File: src/rtl/countdown_mmss.sv
// MM:SS BCD countdown timer with load/start/stop control and a tick-driven decrement.
// Emits a one-cycle done pulse at 00:00 and a one-cycle load_err pulse when a load is rejected.
module countdown_mmss #(
  parameter logic [7:0] MAX_MIN = 8'h59
) (
  input  logic       clk,
  input  logic       reset,
  input  logic       tick,
  input  logic       load,
  input  logic [7:0] preset_min,
  input  logic [7:0] preset_sec,
  input  logic       start,
  input  logic       stop,
  output logic [7:0] q_min,
  output logic [7:0] q_sec,
  output logic       running,
  output logic       done,
  output logic       load_err
);

  typedef enum logic [1:0] {StIdle, StRun, StPause, StDone} state_e;

  state_e     state_q, state_d;
  logic [7:0] min_q, min_d;
  logic [7:0] sec_q, sec_d;
  logic       done_q, done_d;
  logic       err_q, err_d;

  logic       preset_ok;
  logic       count_zero;
  logic       last_tick;
  logic [3:0] s0_dec, s1_dec, m0_dec, m1_dec;
  logic       b0, b1, b2;

  // BCD range check, including the minutes upper bound.
  assign preset_ok = (preset_min[7:4] <= 4'd9) && (preset_min[3:0] <= 4'd9) &&
                     (preset_sec[7:4] <= 4'd5) && (preset_sec[3:0] <= 4'd9) &&
                     (preset_min <= MAX_MIN);

  assign count_zero = (min_q == 8'h00) && (sec_q == 8'h00);
  assign last_tick  = (min_q == 8'h00) && (sec_q == 8'h01);

  // Ripple-borrow decrement across the four BCD digits.
  always_comb begin
    b0     = (sec_q[3:0] == 4'd0);
    s0_dec = b0 ? 4'd9 : sec_q[3:0] - 4'd1;
    b1     = b0 && (sec_q[7:4] == 4'd0);
    s1_dec = b0 ? ((sec_q[7:4] == 4'd0) ? 4'd5 : sec_q[7:4] - 4'd1) : sec_q[7:4];
    b2     = b1 && (min_q[3:0] == 4'd0);
    m0_dec = b1 ? ((min_q[3:0] == 4'd0) ? 4'd9 : min_q[3:0] - 4'd1) : min_q[3:0];
    m1_dec = b2 ? ((min_q[7:4] == 4'd0) ? 4'd9 : min_q[7:4] - 4'd1) : min_q[7:4];
  end

  always_comb begin
    state_d = state_q;
    min_d   = min_q;
    sec_d   = sec_q;
    done_d  = 1'b0;
    err_d   = 1'b0;
    // Only the highest-priority asserted input acts in a given cycle.
    if (load) begin
      if (!preset_ok) begin
        err_d = 1'b1;
      end else if (state_q != StRun) begin
        min_d   = preset_min;
        sec_d   = preset_sec;
        state_d = StIdle;
      end
    end else if (stop) begin
      if (state_q == StRun) state_d = StPause;
    end else if (start) begin
      if ((state_q == StIdle || state_q == StPause) && !count_zero) state_d = StRun;
    end else if (tick && state_q == StRun && !count_zero) begin
      min_d = {m1_dec, m0_dec};
      sec_d = {s1_dec, s0_dec};
      if (last_tick) begin
        state_d = StDone;
        done_d  = 1'b1;
      end
    end
  end

  always_ff @(posedge clk) begin
    if (reset) begin
      state_q <= StIdle;
      min_q   <= 8'h00;
      sec_q   <= 8'h00;
      done_q  <= 1'b0;
      err_q   <= 1'b0;
    end else begin
      state_q <= state_d;
      min_q   <= min_d;
      sec_q   <= sec_d;
      done_q  <= done_d;
      err_q   <= err_d;
    end
  end

  assign q_min    = min_q;
  assign q_sec    = sec_q;
  assign running  = (state_q == StRun);
  assign done     = done_q;
  assign load_err = err_q;

endmodule

File: config.mk
export PLATFORM = sky130hd
export DESIGN_NAME = countdown_mmss
export DESIGN_NICKNAME = d
export VERILOG_FILES = /design/src/rtl/countdown_mmss.sv
export SDC_FILE = /design/constraint.sdc
export NUM_CORES = 1
export LEC_CHECK = 0
export CORE_MARGIN = 2
export CORE_UTILIZATION = 41
export CTS_CLUSTER_DIAMETER = 120
export DETAILED_ROUTE_END_ITERATION = 7
export PLACE_DENSITY = 0.78
export SLEW_MARGIN = 15
export SYNTH_ARGS = -nofsm -noshare
export SYNTH_HDL_FRONTEND = slang
export SYNTH_SLANG_ARGS = --single-unit
File: constraint.sdc
create_clock -name clk -period 1.83 [get_ports clk]
set_input_delay 0.183 -clock clk [delete_from_list [all_inputs] [get_ports clk]]
set_output_delay 0.183 -clock clk [all_outputs]
set_load 0.02 [all_outputs]
==> results.cfg <==
[run_status]
status = finished with violations
violations = design-rule violations

[timing]
max_freq_ghz = 0.5581
period_share_pct = 97.92
slew_headroom_pct = 76.17
setup_violations = 0
rsz0062_at_grt = true
finalClockSkew_ps = 18.39
hold_viol = 0
tightest_slew_ps = 354.5
final_max_slew_viol_count = 0
period_needed_ps = 1792

[global_route]
grt_pass1_vias = 1420
grt_usage_pct = 22.30
grt_remaining_overflow = 0
grt_pass1_wl_um = 6072
antenna_found_initial = 0
grt_max_degree = 18

[floorplan]
row_count = 19
dieArea_mm2 = 0.003454
start_util_pct = 43.84
boundaryPins = 41
fp.coreArea_mm2 = 0.002805
die_h_um = 58.77
fp.dieW_um = 58.77

[setup_path]
r2r_end = state_q[0]
cp.arrival_ps = 2040
critPathKind = reg -> reg
cp-end-kind = flip-flop
critPathSlowestCell = or3_1
required_ps = 2080
reg2reg_slack_ps = 40
timing.rr.start = q_min[3]
critPathMaxFanout = 3
critPathMaxStageDelay_ps = 400
reg2regPathDepth = 6
cp_cell_sequence = nor4_4 > nand3_2 > or3_1 > o31ai_1 > a21oi_1 > a211oi_2
critPathLaunchType = flip-flop

[routing]
wl_per_cell_um = 15.02
antenna_left = 0
vias_per_cell = 5.655
wl_um = 3786
num_vias = 1425
drc_errors = 2
drt_pass1_iterations = 6
drt-initial-drc-count = 55

[clocking]
htreeDepth = 1
cts_buffer_depth = 2
numCtsBuffers = 3
path_clk_slew_ps = 130
cts.sinks = 20
clkLatencyLatePin_ps = 310
cts_tree = built
cts_hold_buf = 0
clock-root-buffer = clkbuf_4

[pwr]
p_leak_nw = 0.7930
p_per_area_mw_per_mm2 = 473.6
ir_drop_v = 0.0004061
power_w = 0.0009196

[logic_synthesis]
yosys-top-cells-area = dfxtp_1, mux2i_1, a21oi_1
yosysMostFrequentCell = dfxtp_1
ys_ff_latch = 20
synthArstFlopShare_pct = 0
yosysUniqueCellTypes = 40
synthXorXnorAreaFrac_pct = 0
yosysTopAreaCellShare_pct = 32.55
syn_inst = 153
syn_area_mm2 = 0.001230
yosys.area.top_type = dfxtp_1
syn_avg_cell_area_um2 = 8.039
synth_compound_area_share_pct = 26.35
yosys_warnings = 0
synth_flop_cell = dfxtp_1
synthSimpleGateAreaFrac_pct = 30.62
ys_seq_area_share_pct = 32.55
synth_edf_count = 0
yosys.area_share.adder_pct = 0
muxShareOfSynthArea_pct = 6.511
synth_nets = 175
synth_common_cells = dfxtp_1, nor2_1, a21oi_1, o21ai_0, nand2_1
synth_top_family_by_area = simple AND/OR/NAND/NOR gates

[layout]
nFillCells = 227
final_util_pct = 69.22
diodes = 0
areaGrowthSynthToFinish_pct = 57.88
drive_gt1_share_pct = 25.79
layout.nets = 244

[hold_path]
holdCritStartpoint = preset_min[0]
min_to = q_min[0]
hold_class = in -> reg
worstHoldPathCells = 3

[job]
drv_cap = 0

[place]
portBuffers = 40
gp_congestion = 0.8569
place_hpwl_um = 3000
area by class of cell:
type,instances,area [um2],share of cell area (%)
Tap cell,31,38.79,1.997
Inverter,5,18.77,0.9665
Timing Repair Buffer,70,625.6,32.22
Sequential cell,20,406.6,20.94
Clock buffer,4,36.28,1.869
Multi-Input combinational cell,122,815.8,42.01
stage by stage:
step / area [um2] / setup WS [ps] / std cells / hold slack [ps] / TNS (ps)
floorplan: 1237 / 23.30 / 153 / 350.6 / 0
global placement: 1864 / -214.0 / 247 / 456.4 / -2418
detailed placement: 1864 / -301.5 / 247 / 502.2 / -3649
CTS: 1901 / 4.892 / 251 / 445.1 / 0
global route: 1942 / -33.97 / 252 / 456.7 / -81.85
finish: 1942 / 38.14 / 252 / 452.0 / 0
power breakdown:
part	leakage, nW	internal [W]	total [W]	switching, W
registers	0.164	0.000442	0.000448	0.00000598
logic	0.608	0.000110	0.000205	0.0000951
clock network	0.0210	0.000122	0.000266	0.000145
total	0.793	0.000674	0.000920	0.000246
worst max path at each step:
stage / cells past startpoint / slack, ps / startpoint / endpoint
floorplan: 6 / 20 / q_sec[3] / q_min[5]
global placement: 7 / -210 / preset_sec[5] / q_sec[0]
detailed placement: 7 / -300 / preset_sec[5] / q_sec[0]
CTS: 6 / 5 / q_min[7] / state_q[0]
global route: 6 / -30 / q_sec[3] / q_min[6]
finish: 6 / 40 / q_min[3] / state_q[0]
cells by family (layout without fill, tap and decap cells):
logic type,count (synthesis),in the layout
multiplexers,8,8
AND/OR/NAND/NOR,64,64
flip-flops,20,20
buffers and inverters,11,79
AO/OA/AOI/OAI,50,50
timing repair:
item / CTS / global route
buffers inserted: 0 / 1
pin swaps: 2 / 5
setup endpoints to repair: 3 / 10
gates resized for setup: 0 / 7
metal layers:
layer / routed length [um] / track usage [%]
met1: 1673 / 29.15
met2: 1934 / 38.57
met3: 169 / 4.396
met4: 8 / 3.571
met5: 0 / 0
registers in the layout (all words and copies together) (netlist names):
| signal | count |
|---|---|
| q_min | 8 |
| q_sec | 8 |
| state_q | 2 |
| done | 1 |
| load_err | 1 |
worst max-delay path, delay by kind of cell, from the launching register on:
kind             cells  cell delay (ps)
AND/OR/NAND/NOR      3              900
AO/OA/AOI/OAI        3              460
flip-flops           1              360
layout by cell type (no fill, tap or decap), drive strengths merged, types with 4 or more instances in the layout:
master and n:
nand3 8, a211oi 4, nor2 18, mux2i 8
nand2 14, o21ai 17, dfxtp 20, a21oi 16
inv 4, clkbuf 4, clkdlybuf4s50 40, buf 30
nor3 8
No activity file was read; power rests on OpenSTA's default activity.
